==> src/rtl/md_scheduler.sv <==
// Multiply/divide issue scheduler: launches the multdiv unit from D/X, tracks the pending result,
// raises data/structural hazard stalls and requests a regfile write-back slot for the result.
module md_scheduler (
  input  logic        clock,
  input  logic        reset,
  input  logic [31:0] dx_instr,
  input  logic [4:0]  fd_rs,
  input  logic [4:0]  fd_rt,
  input  logic        md_ready,
  input  logic        md_exception,
  input  logic        mw_we,
  output logic        ctrl_mult,
  output logic        ctrl_div,
  output logic        stall_front,
  output logic        stall_dx,
  output logic        bubble_dx,
  output logic        bubble_xm,
  output logic        md_wb_en,
  output logic [4:0]  md_wb_rd,
  output logic        md_wb_exc,
  output logic        md_busy
);

  localparam logic [1:0] StIdle = 2'd0;
  localparam logic [1:0] StBusy = 2'd1;
  localparam logic [1:0] StWb   = 2'd2;

  localparam logic [4:0] AluMul = 5'b00110;
  localparam logic [4:0] AluDiv = 5'b00111;
  localparam logic [4:0] ExcRd  = 5'd30;

  logic [1:0] state_q, state_d;
  logic [5:0] wd_q, wd_d;
  logic [4:0] md_rd_q, md_rd_d;
  logic       exc_q, exc_d;

  logic [4:0] dx_rd;
  logic       is_mul, is_div, is_md, busy, wb_needed;
  logic [4:0] hz_tgt;
  logic       hz_data, hz_struct;

  // Nonzero source matches the tracked destination or the exception register.
  function automatic logic src_hit(input logic [4:0] r, input logic [4:0] tgt);
    return (r != 5'd0) && ((r == tgt) || (r == ExcRd));
  endfunction

  assign dx_rd     = dx_instr[26:22];
  assign is_mul    = (dx_instr[31:27] == 5'd0) && (dx_instr[6:2] == AluMul);
  assign is_div    = (dx_instr[31:27] == 5'd0) && (dx_instr[6:2] == AluDiv);
  assign is_md     = is_mul | is_div;
  assign busy      = (state_q != StIdle);
  assign wb_needed = exc_q | (md_rd_q != 5'd0);

  always_comb begin
    state_d = state_q;
    wd_d    = wd_q;
    md_rd_d = md_rd_q;
    exc_d   = exc_q;
    case (state_q)
      StIdle: begin
        if (is_md) begin
          state_d = StBusy;
          md_rd_d = dx_rd;
          wd_d    = 6'd0;
          exc_d   = 1'b0;
        end
      end
      StBusy: begin
        wd_d = wd_q + 6'd1;
        if (md_ready) begin
          exc_d   = md_exception;
          state_d = StWb;
        end else if (wd_q == 6'd63) begin
          exc_d   = 1'b1;
          state_d = StWb;
        end
      end
      StWb: begin
        // A null write (rd 0, no exception) gets exactly one WB cycle.
        if (!wb_needed || !mw_we) state_d = StIdle;
      end
      default: state_d = StIdle;
    endcase
  end

  always_comb begin
    hz_tgt    = busy ? md_rd_q : dx_rd;
    hz_struct = busy & is_md;
    hz_data   = (busy | is_md) & (src_hit(fd_rs, hz_tgt) | src_hit(fd_rt, hz_tgt));

    ctrl_mult   = ~busy & is_mul;
    ctrl_div    = ~busy & is_div;
    stall_front = hz_struct | hz_data;
    stall_dx    = hz_struct;
    bubble_dx   = hz_data & ~hz_struct;
    bubble_xm   = is_md;
    md_wb_en    = (state_q == StWb) & wb_needed & ~mw_we;
    md_wb_rd    = exc_q ? ExcRd : md_rd_q;
    md_wb_exc   = exc_q;
    md_busy     = busy;

    if (reset) begin
      ctrl_mult   = 1'b0;
      ctrl_div    = 1'b0;
      stall_front = 1'b0;
      stall_dx    = 1'b0;
      bubble_dx   = 1'b0;
      bubble_xm   = 1'b0;
      md_wb_en    = 1'b0;
      md_wb_rd    = 5'd0;
      md_wb_exc   = 1'b0;
      md_busy     = 1'b0;
    end
  end

  always_ff @(posedge clock) begin
    if (reset) begin
      state_q <= StIdle;
      wd_q    <= 6'd0;
      md_rd_q <= 5'd0;
      exc_q   <= 1'b0;
    end else begin
      state_q <= state_d;
      wd_q    <= wd_d;
      md_rd_q <= md_rd_d;
      exc_q   <= exc_d;
    end
  end

endmodule

==> config.mk <==
export PLATFORM = sky130hd
export DESIGN_NAME = md_scheduler
export DESIGN_NICKNAME = d
export VERILOG_FILES = /design/src/rtl/md_scheduler.sv
export SDC_FILE = /design/constraint.sdc
export NUM_CORES = 1
export LEC_CHECK = 0
export CORE_MARGIN = 3
export CORE_UTILIZATION = 39
export DETAILED_ROUTE_END_ITERATION = 8
export PLACE_DENSITY_LB_ADDON = 0.12
export SYNTH_ARGS = -nofsm -noshare
export SYNTH_HDL_FRONTEND = slang
export SYNTH_SLANG_ARGS = --single-unit
==> constraint.sdc <==
create_clock -name clock -period 1.9 [get_ports clock]
set_input_delay 0.19 -clock clock [delete_from_list [all_inputs] [get_ports clock]]
set_output_delay 0.19 -clock clock [all_outputs]
set_load 0.005 [all_outputs]
After elaboration in Yosys (flattened, before gate mapping)
Cells that the tools add are included.
{"block": "op_classes", "addsub": 1, "eq_ne": 12, "n_mux": 23, "bitwise_logic": 15, "reduce_logical": 20}
{"op": "5-bit 2-to-1 mux", "n": 3}
{"op": "5-bit nonzero test", "n": 3}
{"op": "1-bit 2-to-1 mux", "n": 12}
{"op": "6-bit one-hot mux with 2 select lines", "n": 1}
{"op": "5-bit by 3-bit == test with 1-bit output, second input constant", "n": 2}
{"op": "5-bit == test", "n": 2}
{"op": "5-bit == test, second input constant", "n": 2}
{"op": "2-bit 2-to-1 mux", "n": 4}
{"op": "1-bit bitwise AND", "n": 7}
{"op": "6-bit by 1-bit adder with 6-bit output, second input constant", "n": 1}
{"op": "6-bit == test, second input constant", "n": 1}
{"op": "6-bit 2-to-1 mux", "n": 1}
{"op": "2-bit one-hot mux with 3 select lines", "n": 1}
{"op": "3-bit AND reduction", "n": 2}
{"op": "5-bit logical NOT", "n": 1}
{"op": "1-bit bitwise OR", "n": 5}
{"op": "1-bit logical AND", "n": 4}
{"op": "2-bit inequality test, second input constant", "n": 2}
{"op": "2-bit AND reduction", "n": 2}
{"op": "2-bit nonzero test", "n": 2}
{"op": "1-bit logical OR", "n": 3}
{"op": "3-bit inequality test, second input constant", "n": 1}
{"op": "1-bit NOT", "n": 3}
{"op": "2-bit by 1-bit == test with 1-bit output, second input constant", "n": 1}
{"op": "other kinds (4)", "n": 5}
{"block": "totals", "ff_bits": 14, "input_bits": 47, "wordCells": 75}

Logic depth before layout (Yosys ltp)
{"block": "logic_depth", "ltp_word": 9, "ltp_mapped": 7}

Worst setup path after synthesis
OpenSTA, ideal clock, no wires.
{"block": "synth_path", "kind": "register to output", "from": "register state_q[1]", "to": "output stall_front", "t_arrival_ns": 1.626, "path_slack_ns": 0.084, "path_stages_with_launch": 7, "path_buffers": 0, "cell_sequence": "dfxtp_1 nor2_1 mux2_4 or3_1 nor3_1 nor3_1 a221oi_2"}
{"block": "synth_via", "elab_chain_len": 9, "word_cells_on_any_way": 14, "cone_classes": "2 x eq/ne; 2 x mux; 5 x bitwise; 5 x reduce/logical"}
{"element": "from (decl)", "line": "32", "text": "logic [1:0] state_q, state_d;"}
{"element": "from (signal assigned)", "line": "118", "text": "state_q <= StIdle;"}
{"element": "from (signal assigned)", "line": "123", "text": "state_q <= state_d;"}
{"element": "2-bit nonzero test (*)", "line": "51", "text": "assign busy = (state_q != StIdle);"}
{"element": "5-bit 2-to-1 mux", "line": "87", "text": "hz_tgt = busy ? md_rd_q : dx_rd;"}
{"element": "5-bit == test", "line": "44", "text": "return (r != 5'd0) && ((r == tgt) || (r == ExcRd));"}
{"element": "1-bit logical OR", "line": "44"}
{"element": "1-bit logical AND", "line": "44"}
{"element": "1-bit bitwise OR", "line": "89", "text": "hz_data = (busy | is_md) & (src_hit(fd_rs, hz_tgt) | src_hit(fd_rt, hz_tgt));"}
{"element": "1-bit bitwise AND", "line": "89"}
{"element": "1-bit bitwise OR (*)", "line": "93", "text": "stall_front = hz_struct | hz_data;"}
{"element": "1-bit 2-to-1 mux (*)", "line": "102", "text": "if (reset) begin"}
{"element": "to (decl)", "line": "14", "text": "output logic stall_front,"}
Every way passes the cells marked *; elsewhere a longest branch is shown, timed or not.

Worst setup path in the final report
{"block": "layout_path", "from": "input fd_rs[3]", "to": "output stall_front"}
{"block": "layout_via", "elab_chain_len": 7, "word_cells_on_any_way": 9, "cone_classes": "2 x eq/ne; 1 x mux; 3 x bitwise; 3 x reduce/logical"}
{"element": "from (decl)", "line": "7", "text": "input logic [4:0] fd_rs,"}
{"element": "5-bit == test", "line": "44"}
{"element": "1-bit logical OR", "line": "44"}
{"element": "1-bit logical AND (*)", "line": "44"}
{"element": "1-bit bitwise OR (*)", "line": "89"}
{"element": "1-bit bitwise AND (*)", "line": "89"}
{"element": "1-bit bitwise OR (*)", "line": "93"}
{"element": "1-bit 2-to-1 mux (*)", "line": "102"}
Marks and branches as above.

==> impl_metrics.env <==
export IMPL_vias=1369
export IMPL_cp_max_fo=4
export IMPL_worstPathRequired_ns=1.71
export IMPL_cts_made_buffers=3
export IMPL_power_density_mw_per_mm2=352.6
export IMPL_synthCells=144
export IMPL_fin_skew_ns=0.004597
export IMPL_finalCritPeriodShare_pct=118.7
export IMPL_p_leak_nw=0.7979
export IMPL_syn_area_per_cell_um2=7.907
export IMPL_path_clk_slew_ns=0.09
export IMPL_post_drt_wl_per_cell_um=14.78
export IMPL_die_x_um=60.03
export IMPL_finalHoldViolations=0
export IMPL_async_flop_share_pct=0
export IMPL_fmax_ghz=0.4433
export IMPL_grt_max_degree=15
export IMPL_synth_area_leaders="dfxtp_1 25%, xor2_1 9.2%, nand2_1 5.9%"
export IMPL_setup_ws_ns=-0.3557
export IMPL_crit_type="primary input to primary output"
export IMPL_synth_nets=192
export IMPL_ys_seq_area_share_pct=24.62
export IMPL_endpoint_kind="primary output"
export IMPL_initial_utilization_pct=43.58
export IMPL_cts_root_buf="clkbuf_4"
export IMPL_worstPathArrival_ns=2.07
export IMPL_area_growth_pct=74.51
export IMPL_grt_overflow=0
export IMPL_drv_cap=0
export IMPL_post_route_drc_count=0
export IMPL_synth_area_mm2=0.001139
export IMPL_via_per_inst=5.369
export IMPL_first_pass_iters=4
export IMPL_rows=18
export IMPL_worst_pin_slew_ns=0.3541
export IMPL_drv_slew=0
export IMPL_num_io_pins=61
export IMPL_fin_crit_ns=2.256
export IMPL_power_mw=0.7005
export IMPL_grt_pass1_vias=1334
export IMPL_worstHoldPathCells=2
export IMPL_yosysTopAreaCell="dfxtp_1"
export IMPL_slew_limit_headroom_pct=76.31
export IMPL_ys_flop_type="dfxtp_1"
export IMPL_yosys_warnings=0
export IMPL_violations="negative setup slack"
export IMPL_ant_nets=0
export IMPL_layout_drive_gt1_share_pct=35.11
export IMPL_status="complete, but fails checks"
export IMPL_die_area_mm2=0.003604
export IMPL_cts_tree="built"
export IMPL_place_ws_ns=-0.6767
export IMPL_fin_tns_setup_ns=-0.6656
export IMPL_nets=274
export IMPL_setup_viol=2
export IMPL_rsz0062_at_grt="true"
export IMPL_numPortBuffers=43
export IMPL_core_area_mm2=0.002613
export IMPL_ys_types=48
export IMPL_hpwl_um=2939
export IMPL_r2r_cells=6
export IMPL_numClockSinks=14
export IMPL_grtUsageTotal_pct=21.90
export IMPL_max_clock_path_buffers=2
export IMPL_critPathLaunchType="primary input"
export IMPL_routabilityCongestion=0.9502
export IMPL_synth_seq_cells=14
export IMPL_drt_iter0_drc=60
export IMPL_clk_latency_ns=0.28
export IMPL_synth_common_cells="18 x nand2_1, 18 x nor2_1, 14 x dfxtp_1, 12 x nor3_1, 12 x xor2_1"
export IMPL_drt_total_wl_um=3768
export IMPL_antenna_cells=0
export IMPL_die_h_um=60.03
export IMPL_antenna_found_initial=0
export IMPL_h_tree_depth=1
export IMPL_synth_top_cell_area_share_pct=24.62
export IMPL_vdd_drop_max_mv=0.3241
export IMPL_grt_pass1_wl_um=6161
export IMPL_filler_cell_count=202
export IMPL_synth_edf_count=0
export IMPL_cts_hold_fix_buffers=0
export IMPL_hold_class="flop to flop"
-- area by class of cell --
class,count,area [µm²],area share (%)
multi-input combinational,121,912.1,45.91
timing repair buffer,82,701.9,35.33
sequential,14,284.0,14.29
tap,30,37.54,1.889
clock buffer,4,36.28,1.826
inverter,4,15.01,0.7557
-- layer usage --
| metal | GRT usage [%] | wire length [µm] | vias to the layer above |
|---|---|---|---|
| met5 | 0 | 0 | - |
| met1 | 30.39 | 1743 | 626 |
| met3 | 3.024 | 290 | 2 |
| met4 | 4.430 | 17 | 0 |
| met2 | 35.96 | 1717 | 55 |
| li1 | - | - | 686 |
-- worst paths after layout --
| path | startpoint | endpoint | slack, ns |
|---|---|---|---|
| worst max-delay path | fd_rs[3] | stall_front | -0.36 |
| worst min-delay path | wd_q[1]$_SDFFE_PP0P_ | wd_q[1]$_SDFFE_PP0P_ | 0.51 |
| worst max register to register | wd_q[0]$_SDFFE_PP0P_ | exc_q$_SDFFE_PP0P_ | 0.37 |
| worst min register to register | wd_q[1]$_SDFFE_PP0P_ | wd_q[1]$_SDFFE_PP0P_ | 0.51 |
-- report_power, final --
part,internal (mW),switching (mW)
combinational,0.105,0.0793
sequential,0.293,0.000276
clock,0.117,0.106
total,0.515,0.186
-- per-stage QoR --
step	cell area, µm²	cells	utilization [%]	hold WS, ns
2_1_floorplan	1139	144	-	0.3021
3_3_place_gp	1857	249	71.07	0.4848
3_5_place_dp	1857	249	71.07	0.4907
4_1_cts	1937	255	74.14	0.5063
5_1_grt	1987	255	76.05	0.5407
6_report	1987	255	76.05	0.5070
-- sequential cells by signal, summed over array words and instances, names as in the netlist --
name	cells
state_q	2
wd_q	6
exc_q	1
md_rd_q	5
-- placed cells by master (no fill, tap or decap), types with 4 or more instances in the layout --
master / count
nand2b_1: 4
a21oi_1: 9
nand2_1: 18
nor2_1: 16
buf_4: 37
dlygate4sd2_1: 4
xor2_1: 12
clkdlybuf4s50_1: 33
nor3_1: 8
nor4_1: 4
dfxtp_1: 11
nor3_2: 4
-- cell families after synthesis --
| group | after synthesis | share of synthesized area [%] |
|---|---|---|
| XOR/XNOR | 15 | 11.54 |
| adder cells (fa/ha/maj) | 1 | 1.099 |
| AND/OR/NAND/NOR | 76 | 37.80 |
| multiplexers | 3 | 3.186 |
| flip-flops | 14 | 24.62 |
| buffers and inverters | 9 | 3.735 |
| AO/OA/AOI/OAI | 26 | 18.02 |
-- worst max-delay path, cell delays in order --
cell             delay, ns
clkdlybuf4s50_1       0.45
buf_4                 0.17
xor2_1                0.16
nor4_4                0.30
a41oi_2               0.08
o31ai_2               0.23
nor2_1                0.09
a221oi_2              0.24
buf_2                 0.15
-- repair_timing --
action	in CTS	in global routing
setup buffers	2	1
resized for setup	32	16
setup endpoints to repair	7	10
pin swaps	4	8
No activity file was read; power rests on OpenSTA's default activity.
